$ cat src/rtl/hazard_stall_unit.sv
// Hazard and stall controller for the 5-stage RV32I pipeline.
// Also holds a redirect across an I-miss and keeps stall/flush counters.
package rv32i_pkg;
   typedef enum logic [6:0] {
      op_lui   = 7'b0110111,
      op_auipc = 7'b0010111,
      op_jal   = 7'b1101111,
      op_jalr  = 7'b1100111,
      op_br    = 7'b1100011,
      op_load  = 7'b0000011,
      op_store = 7'b0100011,
      op_imm   = 7'b0010011,
      op_reg   = 7'b0110011,
      op_csr   = 7'b1110011
   } rv32i_opcode;

   typedef enum logic [2:0] {
      alu_out  = 3'd0,
      br_en    = 3'd1,
      u_imm    = 3'd2,
      lw       = 3'd3,
      pc_plus4 = 3'd4
   } regfilemux_sel_t;

   typedef struct packed {
      rv32i_opcode     opcode;
      logic [2:0]      funct3;
      logic [4:0]      rs1_id;
      logic [4:0]      rs2_id;
      logic [4:0]      rd_id;
      logic            load_regfile;
      regfilemux_sel_t regfile_mux_sel;
   } rv32i_control_word;
endpackage

module hazard_stall_unit
   import rv32i_pkg::*;
(
   input  logic              clk,
   input  logic              rst,
   input  rv32i_control_word id_ex_in_ctrl,
   input  rv32i_control_word id_ex_out_ctrl,
   input  rv32i_control_word ex_mem_out_ctrl,
   input  logic              icache_resp,
   input  logic              dcache_resp,
   input  logic              id_redirect,
   input  logic [31:0]       id_redirect_target,
   output logic              pc_load,
   output logic              if_id_load,
   output logic              id_ex_load,
   output logic              ex_mem_load,
   output logic              mem_wb_load,
   output logic              if_id_bubble,
   output logic              id_ex_bubble,
   output logic              pc_redirect_valid,
   output logic [31:0]       pc_redirect_target,
   output logic [31:0]       stall_cycles,
   output logic [31:0]       flush_count
);

   typedef enum logic {RUN, KILL} state_t;

   state_t      state;
   state_t      state_next;
   logic [31:0] kill_target;

   logic uses_rs1;
   logic uses_rs2;
   logic ex_match;
   logic mem_match;
   logic early_use;
   logic mem_access;
   logic dstall;
   logic lustall;

   function automatic logic hits(
      input rv32i_control_word p,
      input rv32i_control_word d,
      input logic              u1,
      input logic              u2
   );
      logic wr;
      wr = p.load_regfile && (p.rd_id != 5'd0);
      return wr && ((u1 && p.rd_id == d.rs1_id) ||
                    (u2 && p.rd_id == d.rs2_id));
   endfunction

   logic unused_ok;
   assign unused_ok = &{1'b0, id_ex_in_ctrl.rd_id,
                        id_ex_in_ctrl.load_regfile,
                        id_ex_in_ctrl.regfile_mux_sel,
                        id_ex_out_ctrl.funct3,
                        id_ex_out_ctrl.rs1_id,
                        id_ex_out_ctrl.rs2_id,
                        ex_mem_out_ctrl.funct3,
                        ex_mem_out_ctrl.rs1_id,
                        ex_mem_out_ctrl.rs2_id,
                        ex_mem_out_ctrl.regfile_mux_sel};

   always_comb begin : hazard_detect
      uses_rs1 = !(id_ex_in_ctrl.opcode inside
                   {op_lui, op_auipc, op_jal});
      uses_rs2 = id_ex_in_ctrl.opcode inside
                 {op_br, op_store, op_reg};
      ex_match  = hits(id_ex_out_ctrl, id_ex_in_ctrl,
                       uses_rs1, uses_rs2);
      mem_match = hits(ex_mem_out_ctrl, id_ex_in_ctrl,
                       uses_rs1, uses_rs2);
      // Branch compares and set-less-than resolve in ID, so they
      // need the value one stage earlier than ordinary ALU users.
      early_use = (id_ex_in_ctrl.opcode inside {op_br, op_jalr}) ||
                  ((id_ex_in_ctrl.opcode inside {op_reg, op_imm}) &&
                   (id_ex_in_ctrl.funct3 inside {3'd2, 3'd3}));
      mem_access = ex_mem_out_ctrl.opcode inside {op_load, op_store};
      dstall = mem_access && !dcache_resp;
      lustall = ((id_ex_out_ctrl.opcode == op_load) && ex_match) ||
                (early_use &&
                 ((ex_match &&
                   (id_ex_out_ctrl.opcode != op_lui) &&
                   (id_ex_out_ctrl.regfile_mux_sel != br_en)) ||
                  ((ex_mem_out_ctrl.opcode == op_load) && mem_match)));
   end

   always_ff @(posedge clk or negedge rst) begin
      if (!rst) begin
         state        <= RUN;
         kill_target  <= 32'd0;
         stall_cycles <= 32'd0;
         flush_count  <= 32'd0;
      end else begin
         state <= state_next;
         if (state == RUN && state_next == KILL)
            kill_target <= id_redirect_target;
         stall_cycles <= stall_cycles + {31'd0, !pc_load};
         flush_count  <= flush_count + {31'd0, pc_redirect_valid};
      end
   end

   always_comb begin : next_state
      state_next = state;
      if (!dstall) begin
         case (state)
            RUN:  if (!lustall && id_redirect && !icache_resp)
                     state_next = KILL;
            KILL: if (icache_resp)
                     state_next = RUN;
            default: state_next = RUN;
         endcase
      end
   end

   always_comb begin : outputs
      pc_load            = 1'b1;
      if_id_load         = 1'b1;
      id_ex_load         = 1'b1;
      ex_mem_load        = 1'b1;
      mem_wb_load        = 1'b1;
      if_id_bubble       = 1'b0;
      id_ex_bubble       = 1'b0;
      pc_redirect_valid  = 1'b0;
      pc_redirect_target = (state == KILL) ? kill_target
                                           : id_redirect_target;
      if (!rst) begin
         pc_load            = 1'b0;
         if_id_load         = 1'b0;
         id_ex_load         = 1'b0;
         ex_mem_load        = 1'b0;
         mem_wb_load        = 1'b0;
         if_id_bubble       = 1'b1;
         id_ex_bubble       = 1'b1;
         pc_redirect_target = 32'd0;
      end else if (dstall) begin
         pc_load     = 1'b0;
         if_id_load  = 1'b0;
         id_ex_load  = 1'b0;
         ex_mem_load = 1'b0;
         mem_wb_load = 1'b0;
      end else if (lustall) begin
         pc_load      = 1'b0;
         if_id_load   = 1'b0;
         id_ex_bubble = 1'b1;
      end else if (state == KILL) begin
         // Whatever the I-cache returns here is wrong-path.
         if_id_bubble      = 1'b1;
         pc_load           = icache_resp;
         pc_redirect_valid = icache_resp;
      end else if (id_redirect && icache_resp) begin
         if_id_bubble      = 1'b1;
         pc_redirect_valid = 1'b1;
      end else if (!icache_resp) begin
         pc_load      = 1'b0;
         if_id_bubble = 1'b1;
      end
   end

endmodule
$ cat config.mk
export PLATFORM = sky130hd
export DESIGN_NAME = hazard_stall_unit
export DESIGN_NICKNAME = d
export VERILOG_FILES = /design/src/rtl/hazard_stall_unit.sv
export SDC_FILE = /design/constraint.sdc
export NUM_CORES = 1
export LEC_CHECK = 0
export ABC_AREA = 1
export BUFFER_PORTS_ARGS = -buffer_cell sky130_fd_sc_hd__buf_2
export CAP_MARGIN = 20
export CELL_PAD_IN_SITES_DETAIL_PLACEMENT = 1
export CELL_PAD_IN_SITES_GLOBAL_PLACEMENT = 2
export CORE_UTILIZATION = 27
export DETAILED_ROUTE_END_ITERATION = 8
export GPL_ROUTABILITY_DRIVEN = 1
export PLACE_DENSITY_LB_ADDON = 0.1
export SLEW_MARGIN = 0
export SYNTH_ARGS = -nofsm -noshare
export SYNTH_HDL_FRONTEND = slang
export SYNTH_SLANG_ARGS = --single-unit
$ cat constraint.sdc
create_clock -name clk -period 3.6 [get_ports clk]
set_clock_uncertainty 0.1 [all_clocks]
set_input_delay 0.72 -clock clk [delete_from_list [all_inputs] [get_ports clk]]
set_output_delay 0.72 -clock clk [all_outputs]
set_load 0.005 [all_outputs]
==> out/metrics.yaml <==
multiInputGateArea_um2: 2840
crit_family: "simple AND/OR/NAND/NOR gates"
crit_type: "in2reg"
post_cts_buffers: 0
vias: 5368
slew_headroom_pct: 55.8
max_freq_mhz: 305
seqCellArea_um2: 2430
gp_congestion: 0.783
cts_tree: "done"
yosysWarnings: 0
nets: 1050
hold_buffers: 0
critPathArrivalTime_ns: 3.41
period_share_pct: 91.1
status: "complete, no violations"
worstMarginPinSlew_ns: 0.664
final_core_util_pct: 37.0
drt_first_pass_iters: 4
r2r_start: "state"
synth_nets: 827
io_pins: 228
critPathMostFrequentCell: "nand2_1"
irDropWorstVdd_mv: 0.238
antenna_found_initial: 0
slowest_delay_ns: 0.26
timing.critical_path.buf_inv: 2
yosysTopAreaCell: "dfrtp_1"
yosys.area.top_type_share_pct: 43.4
path_clk_slew_ns: 0.07
syn_to_final_growth_pct: 34.5
netSwitchingFraction_pct: 29.5
syn_area_um2: 5590
drive_gt1_share_pct: 31.7
grt_pass1_vias: 5614
die_w_um: 146
detail-route-antenna-nets: 0
fp.dieH_um: 146
p_sw_mw: 0.899
cp_cell_sequence: "buf_2 > inv_1 > nand3_1 > nand2_1 > nand3_1 > nand3_1 > nand2_1 > nand2_1 > nand2_1 > nor3_2 > nand2_1 > nor2_2 > ha_2 > ha_2 > nand3_4 > nor4_4 > nand2_2 > nor2_2 > nand2_2 > nor2_4 > nand2_1 > xor2_1"
ys_async_sr_fraction_pct: 100
overflow: 0
comb_power_share_pct: 20.4
rrSetupSlack_ns: 1.37
grt_pass1_wl_mm: 28.6
diodes: 0
port_buffers: 188
hp-class: "reg2reg"
clk_latency_ns: 0.35
power_density_nw_per_um2: 406
clock_power_share_pct: 35.0
core_area_um2: 20300
power_frac_seq_pct: 44.5
ys_seq_elements: 97
final_cells: 1196
synthFlopType: "dfrtp_1"
maxCapViolCount: 0
cts-root-buf: "clkbuf_16"
cp_max_fo: 5
cts-resized-gates: 0
min_period_ns: 3.28
rsz0062_at_grt: "no"
crit_start: "id_ex_in_ctrl[26]"
grt_max_degree: 132
clockBufferDepth: 2
drc_errors: 0
dp_hpwl_mm: 13.1
reg2regPathDepth: 12
synth.most_common_cell: "nand2_1"
critical_path.slowest_cell: "nor4_4"
vias_per_cell: 4.49
synthTopCellsByArea: "dfrtp_1 43%, nand2_1 10%, nor2_1 7.7%, xor2_1 7.5%, nand4_1 4.9%"
required_ns: 3.73
wirelength_mm: 17.4
cp-end-kind: "flip-flop"
whs_ns: 0.374
synth_edf_count: 0
intPower_mw: 2.15
cts_sinks: 97
nFillCells: 2542
crit_cells: 22
setup_viol: 0
reg2reg_to: "flush_count[30]"
hold_viol_final: 0
synth_area_per_cell_um2: 8.00
initial_core_util_pct: 27.5
row_count: 52
ctsHtreeMaxLevel: 3
crit_end: "flush_count[30]"
first_iter_violations: 89
cts_made_buffers: 9
synth_cell_types: 40
tns_ns: 0
finalMaxSlewViolations: 0
start_kind: "primary input"
ys_top_cells_by_count: "154 x nand2_1, 115 x nor2_1, 97 x dfrtp_1"
leakage_nw: 4.06
syn_inst: 699
dp.cells: 1181
ys_seq_area_share_pct: 43.4
grt_usage_pct: 16.7
die-area_um2: 21300
wire_per_inst_um: 14.5
## kinds of logic (layout without fill, tap and decap cells)
| group | after synthesis | in the layout | share of synthesized area, % |
|---|---|---|---|
| and+or+nand+nor | 393 | 393 | 33.5 |
| DFF | 97 | 97 | 43.4 |
| buffers and inverters | 90 | 317 | 6.78 |
| xor gates and xnor gates | 75 | 75 | 11.7 |
| AOI/OAI and AO/OA | 40 | 40 | 3.71 |
| adders and majority gates | 4 | 4 | 0.895 |
## area by class of cell
type / count / area share [%]
multi-input combinational: 512 / 37.8
sequential: 97 / 32.3
timing repair buffer: 238 / 17.9
tap: 270 / 4.49
clock buffer: 11 / 3.36
inverter: 64 / 3.19
clock inverter: 4 / 1.01
## worst reg2reg max path: stages, from the launching register on
cell     delay (ns)
dfrtp_1        0.34
nor2_1         0.05
nor2_2         0.12
ha_2           0.20
ha_2           0.20
nand3_4        0.12
nor4_4         0.26
nand2_2        0.13
nor2_2         0.13
nand2_2        0.09
nor2_4         0.13
nand2_1        0.09
xor2_1         0.15
## routing by layer
metal | routed length, um | vias up | global-route usage (%)
met2 | 8310 | 111 | 28.3
li1 | - | 2688 | -
met3 | 913 | 9 | 4.89
met5 | 0 | - | 0
met1 | 7990 | 2560 | 21.2
met4 | 155 | 0 | 3.16
## how the worst min path moves through the flow
| stage | cells past startpoint | startpoint | endpoint |
|---|---|---|---|
| 6_report | 2 | kill_target[8] | kill_target[8] |
| 3_5_place_dp | 2 | kill_target[21] | kill_target[21] |
| 2_1_floorplan | 0 | rst | flush_count[0] |
| 5_1_grt | 2 | kill_target[20] | kill_target[20] |
| 4_1_cts | 2 | kill_target[8] | kill_target[8] |
| 3_3_place_gp | 1 | stall_cycles[31] | stall_cycles[31] |
## state kept, by name, summed over array words and instances (netlist names)
signal,count
flush_count,32
kill_target,32
stall_cycles,32
state,1
## power groups by stage
stage / combinational [mW] / clock [mW] / sequential (mW)
2_1_floorplan: 0.309 / 0 / 1.36
3_5_place_dp: 0.635 / 0 / 1.37
4_1_cts: 0.636 / 1.12 / 1.35
6_report: 0.624 / 1.07 / 1.36
5_1_grt: 0.710 / 1.16 / 1.38
3_3_place_gp: 0.613 / 0 / 1.37
## cell usage in the layout, fill, tap and decap left out, drive strengths merged, types with 3 or more instances in the layout
master,count
nor4,11
nor2,123
nor3,20
or2,3
o21ai,35
dfrtp,97
nand4,46
xnor2,27
nand2,159
buf,238
xor2,48
clkbuf,11
ha,4
nand3,28
inv,64
## through the flow
| stage | setup slack, ns | total power, mW | area [um^2] |
|---|---|---|---|
| final | 0.320 | 3.05 | 7520 |
| after global routing | 0.00100 | 3.25 | 7520 |
| after CTS | 0.0121 | 3.11 | 7460 |
| after detailed placement | -0.338 | 2.01 | 7130 |
| after global placement | -0.280 | 1.98 | 7130 |
| after floorplan | 0.208 | 1.67 | 5590 |
(Power assumes the default switching activity.)
